<file path="src/rtl/axis_bram_trig_writer.sv">
// rtl/axis_bram_trig_writer.sv - AXI-Stream to BRAM circular capture writer with arm/trigger freeze
// Software unrolls the buffer from sts_data, sts_trig_addr and sts_wrapped once sts_state reads DONE.
module axis_bram_trig_writer #(
  parameter int AXIS_TDATA_WIDTH = 64,
  parameter int BRAM_DATA_WIDTH  = 64,
  parameter int BRAM_ADDR_WIDTH  = 9
) (
  input  logic                         aclk,
  input  logic                         aresetn,
  input  logic [BRAM_ADDR_WIDTH-1:0]   cfg_data,
  input  logic                         ctrl_arm,
  input  logic                         trig,
  output logic [BRAM_ADDR_WIDTH-1:0]   sts_data,
  output logic [BRAM_ADDR_WIDTH-1:0]   sts_trig_addr,
  output logic [1:0]                   sts_state,
  output logic                         sts_wrapped,
  input  logic [AXIS_TDATA_WIDTH-1:0]  s_axis_tdata,
  input  logic                         s_axis_tvalid,
  output logic                         s_axis_tready,
  output logic                         bram_porta_clk,
  output logic                         bram_porta_rst,
  output logic [BRAM_ADDR_WIDTH-1:0]   bram_porta_addr,
  output logic [BRAM_DATA_WIDTH-1:0]   bram_porta_wrdata,
  output logic [BRAM_DATA_WIDTH/8-1:0] bram_porta_we
);

  localparam int WE_W = BRAM_DATA_WIDTH / 8;
  localparam logic [BRAM_ADDR_WIDTH-1:0] ADDR_ONE  = BRAM_ADDR_WIDTH'(1);
  localparam logic [BRAM_ADDR_WIDTH-1:0] ADDR_LAST = {BRAM_ADDR_WIDTH{1'b1}};

  typedef enum logic [1:0] {
    ST_IDLE  = 2'd0,
    ST_ARMED = 2'd1,
    ST_TRIG  = 2'd2,
    ST_DONE  = 2'd3
  } state_t;

  state_t                     state;
  state_t                     state_nxt;
  logic [BRAM_ADDR_WIDTH-1:0] addr;
  logic [BRAM_ADDR_WIDTH-1:0] addr_inc;
  logic [BRAM_ADDR_WIDTH-1:0] trig_addr;
  logic [BRAM_ADDR_WIDTH-1:0] remaining;
  logic                       wrapped;
  logic                       accept;

  assign s_axis_tready = (state == ST_ARMED) || (state == ST_TRIG);
  assign accept        = s_axis_tvalid && s_axis_tready;
  assign addr_inc      = addr + ADDR_ONE;

  assign bram_porta_clk    = aclk;
  assign bram_porta_rst    = ~aresetn;
  assign bram_porta_addr   = addr;
  assign bram_porta_wrdata = s_axis_tdata;
  assign bram_porta_we     = accept ? {WE_W{1'b1}} : {WE_W{1'b0}};

  assign sts_data      = addr;
  assign sts_trig_addr = trig_addr;
  assign sts_state     = state;
  assign sts_wrapped   = wrapped;

  always_ff @(posedge aclk or negedge aresetn) begin
    if (!aresetn) begin
      state <= ST_IDLE;
    end else begin
      state <= state_nxt;
    end
  end

  // Arm wins over everything, including a trigger in the same cycle.
  always_comb begin
    state_nxt = state;
    if (ctrl_arm) begin
      state_nxt = ST_ARMED;
    end else begin
      case (state)
        ST_IDLE:  state_nxt = ST_IDLE;
        ST_ARMED: begin
          if (trig) begin
            state_nxt = (cfg_data == '0) ? ST_DONE : ST_TRIG;
          end
        end
        ST_TRIG: begin
          if (accept && (remaining == ADDR_ONE)) begin
            state_nxt = ST_DONE;
          end
        end
        ST_DONE:  state_nxt = ST_DONE;
        default:  state_nxt = ST_IDLE;
      endcase
    end
  end

  // The trigger-cycle beat is pre-trigger data; only beats after it count down.
  always_ff @(posedge aclk or negedge aresetn) begin
    if (!aresetn) begin
      addr      <= '0;
      trig_addr <= '0;
      remaining <= '0;
      wrapped   <= 1'b0;
    end else if (ctrl_arm) begin
      addr      <= '0;
      trig_addr <= '0;
      wrapped   <= 1'b0;
    end else begin
      if (accept) begin
        addr <= addr_inc;
        if (addr == ADDR_LAST) begin
          wrapped <= 1'b1;
        end
      end
      if ((state == ST_ARMED) && trig) begin
        trig_addr <= accept ? addr_inc : addr;
        remaining <= cfg_data;
      end else if ((state == ST_TRIG) && accept) begin
        remaining <= remaining - ADDR_ONE;
      end
    end
  end

endmodule

</file>
<file path="config.mk">
export PLATFORM = sky130hd
export DESIGN_NAME = axis_bram_trig_writer
export DESIGN_NICKNAME = d
export VERILOG_FILES = /design/src/rtl/axis_bram_trig_writer.sv
export SDC_FILE = /design/constraint.sdc
export NUM_CORES = 1
export LEC_CHECK = 0
export BUFFER_PORTS_ARGS = -buffer_cell sky130_fd_sc_hd__buf_2
export CAP_MARGIN = 20
export CORE_AREA = 2 2 90 92
export CTS_CLUSTER_DIAMETER = 30
export DETAILED_ROUTE_END_ITERATION = 10
export DIE_AREA = 0 0 92 94
export PLACE_DENSITY = 0.75
export REMOVE_ABC_BUFFERS = 1
export SLEW_MARGIN = 20
export SYNTH_ARGS = -nofsm -noshare
export SYNTH_HDL_FRONTEND = slang
export SYNTH_SLANG_ARGS = --single-unit
</file>
<file path="constraint.sdc">
create_clock -name aclk -period 4.19 [get_ports aclk]
set_input_delay 0.838 -clock aclk [delete_from_list [all_inputs] [get_ports aclk]]
set_output_delay 0.838 -clock aclk [all_outputs]
set_load 0.01 [all_outputs]
</file>
# After elaboration in Yosys (flattened, before gate mapping)
# Cells that the tools add are included.
# classes
addsub	2
eq_ne	7
mux	15
bitwise_logic	2
n_reduce_logical	14
# ops
operator	n
$mux W9	6
$add A9 B1 Y9 const B	1
$eq A9 B1 Y1 const B	1
$eq A9 B9 Y1 const B	1
$logic_not A9 Y1	1
$sub A9 B1 Y9 const B	1
$mux W8	1
$pmux W2 S4	1
$reduce_bool A2 Y1	4
$mux W2	3
$reduce_and A2 Y1	3
$eq A2 B2 Y1 const B	2
$logic_and A1 B1 Y1	4
$mux W1	4
$ne A3 B2 Y1 const B	1
$ne A3 B3 Y1 const B	1
$eq A2 B1 Y1 const B	1
$logic_not A2 Y1	1
$not A1 Y1	2
$logic_or A1 B1 Y1	1
# totals
reg_bits	30
wordCells	45

# Logic depth before layout (Yosys ltp)
# Gate-level depths: netlist (run 1).
# logic_depth
word_depth	7
depth_mapped	8

==> flow_metrics.env, run 1 <==
export IMPL_fin_area_sq_um=2140
export IMPL_syn_area_sq_um=2260
export IMPL_drc=0
export IMPL_worstPathMaxFanout=2
export IMPL_core_sq_um=7610
export IMPL_synth_avg_cell_area_sq_um=8.92
export IMPL_ys_ff_latch=30
export IMPL_synthFlopType="dfrtp_1"
export IMPL_grt_pass1_vias=1664
export IMPL_worst_slew_pin_slew_ps=802
export IMPL_fp_row_count=32
export IMPL_endpoint_kind="primary output"
export IMPL_first_pass_iters=5
export IMPL_yosysTopAreaCellShare_pct=33.3
export IMPL_cts_resized=0
export IMPL_antenna_found_initial=0
export IMPL_drv_cap=0
export IMPL_grt_overflow=0
export IMPL_gp_congestion=0.912
export IMPL_whs_ps=487
export IMPL_yosysMostFrequentCell="buf_4"
export IMPL_ys_seq_area_share_pct=33.3
export IMPL_powerDensity_nw_per_um2=618
export IMPL_max_vdd_ir_drop_v=0.000243
export IMPL_drt_iter0_drc=88
export IMPL_initial_core_util_pct=29.7
export IMPL_status="finished, final reports clean"
export IMPL_syn_to_final_growth_pct=-5.27
export IMPL_synth_edf_count=0
export IMPL_syn_inst=253
export IMPL_dpl_worst_slack_ps=1140
export IMPL_grt_max_degree=32
export IMPL_synth_top_area_cell="dfrtp_1"
export IMPL_grt_usage_pct=23.1
export IMPL_synth_commonest_cells="82 x buf_4, 30 x dfrtp_1, 28 x nor2_1"
export IMPL_setup_ws_ps=906
export IMPL_synthTopCellsByArea="dfrtp_1 33%, buf_4 27%, nor2_1 4.7%, ha_1 4.4%, a21oi_1 1.8%"
export IMPL_rsz0062_at_grt="false"
export IMPL_finalNonFillerCells=329
export IMPL_dieArea_sq_um=8650
export IMPL_dp_cells=318
export IMPL_drt_total_wl_um=9920
export IMPL_yosys_warnings=0
export IMPL_setup_viol=0
export IMPL_cts_tree="done"
export IMPL_vias_per_cell=5.18
export IMPL_placedInstanceArea_sq_um=2000
export IMPL_cp_required_ps=3350
export IMPL_hpwl_um=8350
export IMPL_insertion_delay_ps=390
export IMPL_async_flop_share_pct=100
export IMPL_antenna_left=0
export IMPL_wl_per_cell_um=30.1
export IMPL_fp_dieH_um=94
export IMPL_post_cts_buffers=0
export IMPL_final_nets=312
export IMPL_worstSetupStartpointType="clock port"
export IMPL_grt_pass1_wl_um=13200
export IMPL_num_vias=1704
export IMPL_setup_tns_ps=0
export IMPL_slew_headroom_pct=46.5
export IMPL_drive_gt1_share_pct=33.0
export IMPL_drv_slew=0
export IMPL_critical_path_arrival_ps=2450
export IMPL_ctsHoldBuffers=0
export IMPL_hp_class="input pin to asynchronous set/reset pin"
export IMPL_hold_viol_final=0
export IMPL_clk_pin_slew_ps=70
export IMPL_port_buffers=54
export IMPL_worst_setup_path_type="clock port to primary output"
export IMPL_diodes=0
export IMPL_ioPinCount=183
export IMPL_dieWidth_um=92
export IMPL_clock_skew_ps=4.68
export IMPL_cellLeakagePower_nw=1.03
export IMPL_synthDistinctLibCells=49
## registers in the layout (all words and copies together) (netlist names)
name	count
bram_porta_addr	9
remaining	9
sts_state	2
sts_trig_addr	9
sts_wrapped	1
## per-layer routing
| layer | vias up | track usage [%] | routed length, um |
|---|---|---|---|
| met5 | - | 11.5 | 107 |
| met4 | 4 | 6.97 | 182 |
| met3 | 11 | 29.5 | 2740 |
| met2 | 178 | 31.9 | 3990 |
| met1 | 790 | 19.3 | 2900 |
| li1 | 721 | - | - |
## cell usage in the layout (no fill, tap or decap), drive strengths merged, types with 3 or more instances in the layout
master / netlist / layout
a211oi: 5 / 5
a21oi: 10 / 10
buf: 88 / 54
clkbuf: 3 / 9
dfrtp: 30 / 30
ha: 8 / 8
inv: 8 / 8
mux2i: 4 / 4
nand2: 6 / 6
nand3: 4 / 4
nand3b: 4 / 4
nand4: 4 / 4
nor2: 28 / 28
nor3: 7 / 7
o21ai: 7 / 7
o31ai: 5 / 5
xnor2: 3 / 3
xor2: 4 / 4
## cells by family after synthesis
group                      share of synthesized area, %
buffers and inverters                              30.3
and+or+nand+nor                                    14.6
AOI/OAI and AO/OA                                  12.5
DFF                                                33.3
adders and majority gates                          4.43
xor gates and xnor gates                           2.72
muxes                                              2.27
## layout make-up
cell class	instances	area [sq um]
inverter	8	30.0
clock buffer	10	129
fill	837	5470
timing repair buffer	53	265
sequential	30	751
tap	102	128
clock inverter	2	12.5
multi-input combinational	124	823
## power by group
| group | total [W] | internal [W] | switching [W] |
|---|---|---|---|
| clock | 0.000335 | 0.000199 | 0.000136 |
| sequential | 0.000449 | 0.000366 | 0.0000834 |
| combinational | 0.000537 | 0.000212 | 0.000325 |
## worst paths after layout
kind	start	end	slack [ps]	depth (start not counted)
max	aclk	bram_porta_clk	910	3
min	aresetn	sts_state[0]	490	1
max reg2reg	sts_state[0]	sts_state[1]	1940	7
min reg2reg	remaining[6]	remaining[6]	520	1
max in group asynchronous	aresetn	sts_trig_addr[1]	3250	1
min in group aclk	remaining[6]	remaining[6]	520	1
## worst max-delay path, stage by stage
cell and delay, ps:
clkbuf_8 110, clkbuf_8 120, buf_2 130
## stage by stage
stage	power, W	util [%]
2_1_floorplan	0.000792	-
3_3_place_gp	0.000977	26.3
3_5_place_dp	0.00100	26.3
4_1_cts	0.00132	28.1
5_1_grt	0.00141	28.1
6_report	0.00132	28.1
Power figures use the tool's default switching activity.
==> run 2, diff against run 1 <==
--- a/config.mk
+++ b/config.mk
@@ -5,13 +5,14 @@
 export SDC_FILE = /design/constraint.sdc
 export NUM_CORES = 1
 export LEC_CHECK = 0
+export ABC_AREA = 1
 export BUFFER_PORTS_ARGS = -buffer_cell sky130_fd_sc_hd__buf_2
 export CAP_MARGIN = 20
-export CORE_AREA = 2 2 90 92
+export CORE_AREA = 2 2 94 96
 export CTS_CLUSTER_DIAMETER = 30
 export DETAILED_ROUTE_END_ITERATION = 10
-export DIE_AREA = 0 0 92 94
-export PLACE_DENSITY = 0.75
+export DIE_AREA = 0 0 96 98
+export PLACE_DENSITY = 0.73
 export REMOVE_ABC_BUFFERS = 1
 export SLEW_MARGIN = 20
 export SYNTH_ARGS = -nofsm -noshare
==> constraint.sdc (replaced) <==
create_clock -name aclk -period 3.3 [get_ports aclk]
set_input_delay 0.66 -clock aclk [delete_from_list [all_inputs] [get_ports aclk]]
set_output_delay 0.66 -clock aclk [all_outputs]
set_load 0.01 [all_outputs]
==> run 2 against run 1 <==
Hold slack got worse by 190 ps. Clock power increased by 29%. Via count increased by 10%. Final cell count increased by 23%. Synthesized cell count increased by 25%. Sequential power increased by 20%. Critical endpoint unchanged. Die area increased by 8.8%. Worst setup slack got worse by 270 ps. Largest cell class unchanged. Count of clock-buffer cells in the layout unchanged.
==> flow_metrics.env, run 2 <==
export IMPL_drv_slew=0
export IMPL_yosys_area_share_simple_pct=24.5
export IMPL_worst_setup_path_type="clock port to primary output"
export IMPL_gp_congestion=0.875
export IMPL_syn_to_final_growth_pct=-3.81
export IMPL_nFillCells=943
export IMPL_drc=0
export IMPL_drt_iter0_drc=75
export IMPL_ys_ff_latch=30
export IMPL_hpwl_um=8550
export IMPL_vias_per_cell=4.63
export IMPL_worst_slew_pin_slew_ps=430
export IMPL_synth_commonest_cells="82 x buf_4, 75 x nand2_1, 30 x dfrtp_1"
export IMPL_status="finished, final reports clean"
export IMPL_powerDensity_nw_per_um2=749
export IMPL_insertion_delay_ps=390
export IMPL_swShare_pct=44.4
export IMPL_rsz0062_at_grt="false"
export IMPL_cp_required_ps=2640
export IMPL_synth_avg_cell_area_sq_um=7.77
export IMPL_grt_max_degree=31
export IMPL_grt_overflow=0
export IMPL_yosysTopAreaCellShare_pct=30.5
export IMPL_antenna_found_initial=0
export IMPL_slew_headroom_pct=71.3
export IMPL_drt_total_wl_um=10300
export IMPL_synthTopCellsByArea="dfrtp_1 30%, buf_4 25%, nand2_1 11%, inv_1 4.4%, ha_1 4.1%"
export IMPL_final_common_cell="nand2_1"
export IMPL_async_flop_share_pct=100
export IMPL_clock_power_share_pct=24.3
export IMPL_synthDistinctLibCells=32
export IMPL_cellLeakagePower_nw=1.31
export IMPL_yosysMostFrequentCell="buf_4"
export IMPL_multiInputGateArea_sq_um=918
export IMPL_intPower_w=0.000987
export IMPL_placedInstanceArea_sq_um=2230
export IMPL_grt_pass1_vias=1735
export IMPL_crit_start="aclk"
export IMPL_yosys_warnings=0
export IMPL_drv_cap=0
export IMPL_synthFlopType="dfrtp_1"
export IMPL_ctsHoldBuffers=0
export IMPL_final_cell_mix="75 x nand2_1, 54 x buf_2, 30 x dfrtp_1"
export IMPL_synthAdderAreaFrac_pct=4.07
export IMPL_final_nets=383
export IMPL_synth_edf_count=0
export IMPL_cts_tree="done"
export IMPL_max_vdd_ir_drop_v=0.000204
export IMPL_setup_tns_ps=0
export IMPL_ioPinCount=183
export IMPL_core_sq_um=8470
export IMPL_cts_resized=0
export IMPL_fp_dieH_um=98
export IMPL_p_comb_share_pct=45.3
export IMPL_initial_core_util_pct=29.1
export IMPL_synthMuxAreaShare_pct=0
export IMPL_worstSetupStartpointType="clock port"
export IMPL_num_vias=1881
export IMPL_endpoint_kind="primary output"
export IMPL_dieArea_sq_um=9410
export IMPL_synth_top_family_by_area="buffers and inverters"
export IMPL_antenna_left=0
export IMPL_hp_class="input pin to asynchronous set/reset pin"
export IMPL_clk_pin_slew_ps=70
export IMPL_synth_top_area_cell="dfrtp_1"
export IMPL_wl_per_cell_um=25.3
export IMPL_r2r_setup_slack_ps=1540
export IMPL_p_sw_w=0.000788
export IMPL_worstPathMaxFanout=2
export IMPL_dieWidth_um=96
export IMPL_ys_seq_area_share_pct=30.5
export IMPL_synth_xor_xnor_area_share_pct=0
export IMPL_post_cts_buffers=0
export IMPL_port_buffers=54
export IMPL_syn_inst=317
export IMPL_clock_skew_ps=7.17
export IMPL_power_frac_seq_pct=30.5
export IMPL_diodes=0
export IMPL_setup_viol=0
export IMPL_hold_viol_final=0
export IMPL_grt_pass1_wl_um=13800
export IMPL_drive_gt1_share_pct=33.6
export IMPL_fin_util_pct=28.0
export IMPL_grt_usage_pct=22.1
export IMPL_first_pass_iters=6
export IMPL_syn_area_sq_um=2460
export IMPL_synth_compound_area_share_pct=8.74
export IMPL_fp_row_count=34
export IMPL_regArea_sq_um=751
export IMPL_critical_path_arrival_ps=2000
export IMPL_rr_startpoint="sts_state[1]"
export IMPL_fin_area_sq_um=2370
==> run 2: cell types whose count changed after synthesis, moves of 5 or more <==
cell	before	now
nand2_1	6	75
inv_1	7	29
nor2_1	28	17
nand3_1	3	11
nor3_1	7	0
a211oi_1	5	0
nor2_2	0	5
o21ai_1	2	7
o21ai_2	0	5
==> run 2: stage by stage <==
stage	total power, W	worst slack [ps]	hold WS (ps)	std cells
final	0.00177	640	296	406
after global routing	0.00193	630	330	406
after CTS	0.00179	633	306	406
after detailed placement	0.00136	875	464	395
after global placement	0.00135	875	461	395
after floorplan	0.00109	990	364	232
==> run 2: power groups by stage <==
stage                     Combinational [W]  Clock (W)  Sequential [W]
after floorplan                    0.000535          0        0.000557
after global placement             0.000789  0.0000183        0.000541
after detailed placement           0.000801  0.0000183        0.000545
after CTS                          0.000810   0.000439        0.000540
after global routing               0.000913   0.000456        0.000557
final                              0.000803   0.000431        0.000541
==> run 2: final cells by class <==
cell class | instances | area share, %
clock buffers | 10 | 5.44
clock inverters | 2 | 0.528
inverters | 36 | 6.34
multi-input cells | 166 | 38.8
flip-flops and latches | 30 | 31.7
well taps | 108 | 5.71
repair buffers | 54 | 11.5
==> run 2: final timing paths <==
| path | endpoint | depth (start not counted) |
|---|---|---|
| min reg2reg | sts_trig_addr[0] | 2 |
| min | bram_porta_addr[2] | 2 |
| min in group aclk | sts_trig_addr[0] | 2 |
| max in group asynchronous | remaining[7] | 2 |
| max reg2reg | sts_trig_addr[4] | 7 |
| max | bram_porta_clk | 3 |
==> run 2: cells by family after synthesis <==
group | after synthesis
buf+inv | 121
flops | 30
fa+ha+maj | 8
compound gates | 30
simple gates | 128
==> run 2: worst max-delay path, stage by stage <==
cell and delay (ps):
clkbuf_8 110, clkbuf_8 120, buf_2 130
==> run 2: routing by layer <==
layer,up-vias,wire (um),GRT usage (%)
li1,868,-,-
met1,829,3610,23.2
met2,171,4030,29.1
met3,9,2460,25.2
met4,4,72,3.52
met5,-,91,8.33
==> run 3, diff against run 2 <==
--- a/config.mk
+++ b/config.mk
@@ -5,14 +5,14 @@
 export SDC_FILE = /design/constraint.sdc
 export NUM_CORES = 1
 export LEC_CHECK = 0
-export ABC_AREA = 1
+export ABC_AREA = 0
 export BUFFER_PORTS_ARGS = -buffer_cell sky130_fd_sc_hd__buf_2
 export CAP_MARGIN = 20
-export CORE_AREA = 2 2 94 96
+export CORE_AREA = 2 2 90 92
 export CTS_CLUSTER_DIAMETER = 30
 export DETAILED_ROUTE_END_ITERATION = 10
-export DIE_AREA = 0 0 96 98
-export PLACE_DENSITY = 0.73
+export DIE_AREA = 0 0 92 94
+export PLACE_DENSITY = 0.75
 export REMOVE_ABC_BUFFERS = 1
 export SLEW_MARGIN = 20
 export SYNTH_ARGS = -nofsm -noshare
==> constraint.sdc (replaced) <==
create_clock -name aclk -period 2.6 [get_ports aclk]
set_input_delay 0.52 -clock aclk [delete_from_list [all_inputs] [get_ports aclk]]
set_output_delay 0.52 -clock aclk [all_outputs]
set_load 0.01 [all_outputs]
==> run 3 against run 2 <==
Clock skew increased by 2.0 ps. Clock power increased by 27%. Worst setup slack got worse by 390 ps. Die area decreased by 8.1%. Power increased by 22%. Hold slack got worse by 150 ps. Cell area decreased by 8.9%. Flip-flop and latch count unchanged. Core utilization increased by 0.38 points. Wire length decreased by 2.9%. Final cell count decreased by 18%. Non-clock buffer count increased by 2. Largest cell class unchanged.
==> flow_metrics.env, run 3 (synthesis results as in run 1) <==
export IMPL_vias_per_cell=5.18
export IMPL_finalNonFillerCells=332
export IMPL_insertion_delay_ps=400
export IMPL_first_pass_iters=6
export IMPL_placedInstanceArea_sq_um=2020
export IMPL_antenna_found_initial=0
export IMPL_wl_per_cell_um=30.0
export IMPL_drt_total_wl_um=9960
export IMPL_critical_path_arrival_ps=1830
export IMPL_nFillCells=843
export IMPL_final_cell_mix="54 x buf_2, 30 x dfrtp_1, 28 x nor2_1"
export IMPL_clock_skew_ps=9.13
export IMPL_fp_row_count=32
export IMPL_ctsHoldBuffers=0
export IMPL_whs_ps=141
export IMPL_num_vias=1719
export IMPL_max_freq_mhz=425
export IMPL_grt_pass1_wl_um=13200
export IMPL_hpwl_um=8360
export IMPL_post_cts_buffers=0
export IMPL_setup_viol=0
export IMPL_cts_tree="done"
export IMPL_fin_area_sq_um=2160
export IMPL_hp_class="input pin to asynchronous set/reset pin"
export IMPL_fin_crit_sh_pct=90.6
export IMPL_worst_setup_path_type="register to primary output"
export IMPL_clk_pin_slew_ps=70
export IMPL_dieArea_sq_um=8650
export IMPL_worst_slew_pin_slew_ps=507
export IMPL_core_sq_um=7610
export IMPL_fp_dieH_um=94
export IMPL_drive_gt1_share_pct=33.5
export IMPL_max_vdd_ir_drop_v=0.000340
export IMPL_diodes=0
export IMPL_worstSetupStartpointType="register"
export IMPL_multiInputGateArea_sq_um=823
export IMPL_drv_cap=0
export IMPL_initial_core_util_pct=29.7
export IMPL_setup_tns_ps=0
export IMPL_dp_cells=321
export IMPL_syn_to_final_growth_pct=-4.43
export IMPL_ioPinCount=183
export IMPL_powerDensity_nw_per_um2=1010
export IMPL_rsz0062_at_grt="false"
export IMPL_drv_slew=0
export IMPL_regArea_sq_um=751
export IMPL_worstPathMaxFanout=15
export IMPL_grt_overflow=0
export IMPL_dieWidth_um=92
export IMPL_status="finished, final reports clean"
export IMPL_grt_usage_pct=22.8
export IMPL_endpoint_kind="primary output"
export IMPL_hold_viol_final=0
export IMPL_final_nets=315
export IMPL_gp_congestion=0.880
export IMPL_grt_max_degree=31
export IMPL_port_buffers=54
export IMPL_fin_util_pct=28.4
export IMPL_final_common_cell="buf_2"
export IMPL_finalCriticalPeriod_ps=2350
export IMPL_grt_pass1_vias=1572
export IMPL_cellLeakagePower_nw=1.05
export IMPL_antenna_left=0
export IMPL_cp_required_ps=2080
export IMPL_drc=0
export IMPL_cts_resized=0
export IMPL_slew_headroom_pct=66.2
export IMPL_drt_iter0_drc=121
-- run 3: layer usage --
metal  GRT usage (%)  share of wire, %  vias up
li1                -                 -      722
met1            20.4                29      779
met2            30.7                40      200
met3            29.9                29       16
met4            4.48               1.1        2
met5            10.3              0.79        -
-- run 3: worst max-delay path, stage by stage, from the launching register on --
cell and delay (ps):
dfrtp_1 410, inv_1 100, ha_1 340, nand2_1 150, inv_2 240, buf_2 180
-- run 3: cell type report --
class	count	share of cell area, %
clock buffer	11	6.15
timing repair buffer	56	13.3
sequential	30	34.8
inverter	8	1.39
multi-input combinational	124	38.2
clock inverter	1	0.232
tap	102	5.92
-- run 3: where the power goes --
group	internal, W	switching (W)	total, W
logic	0.000356	0.000541	0.000897
clock network	0.000322	0.000224	0.000546
registers	0.000589	0.000137	0.000726
-- run 3: worst paths after layout --
kind                             startpoint          endpoint  slack (ps)  depth (start not counted)
max in group asynchronous           aresetn  sts_trig_addr[6]        2170                          2
min in group aclk               cfg_data[1]      remaining[1]         400                          3
min                                 aresetn      remaining[4]         140                          2
max                            sts_state[1]  bram_porta_we[6]         250                          5
max reg2reg                    sts_state[1]      sts_state[1]         490                          7
min reg2reg                sts_trig_addr[2]  sts_trig_addr[2]         520                          2
-- run 3: stage by stage --
stage / worst slack (ps) / total power (W)
6_report: 245 / 0.00217
5_1_grt: 129 / 0.00230
4_1_cts: 251 / 0.00217
3_5_place_dp: 511 / 0.00164
3_3_place_gp: 663 / 0.00161
2_1_floorplan: 366 / 0.00128
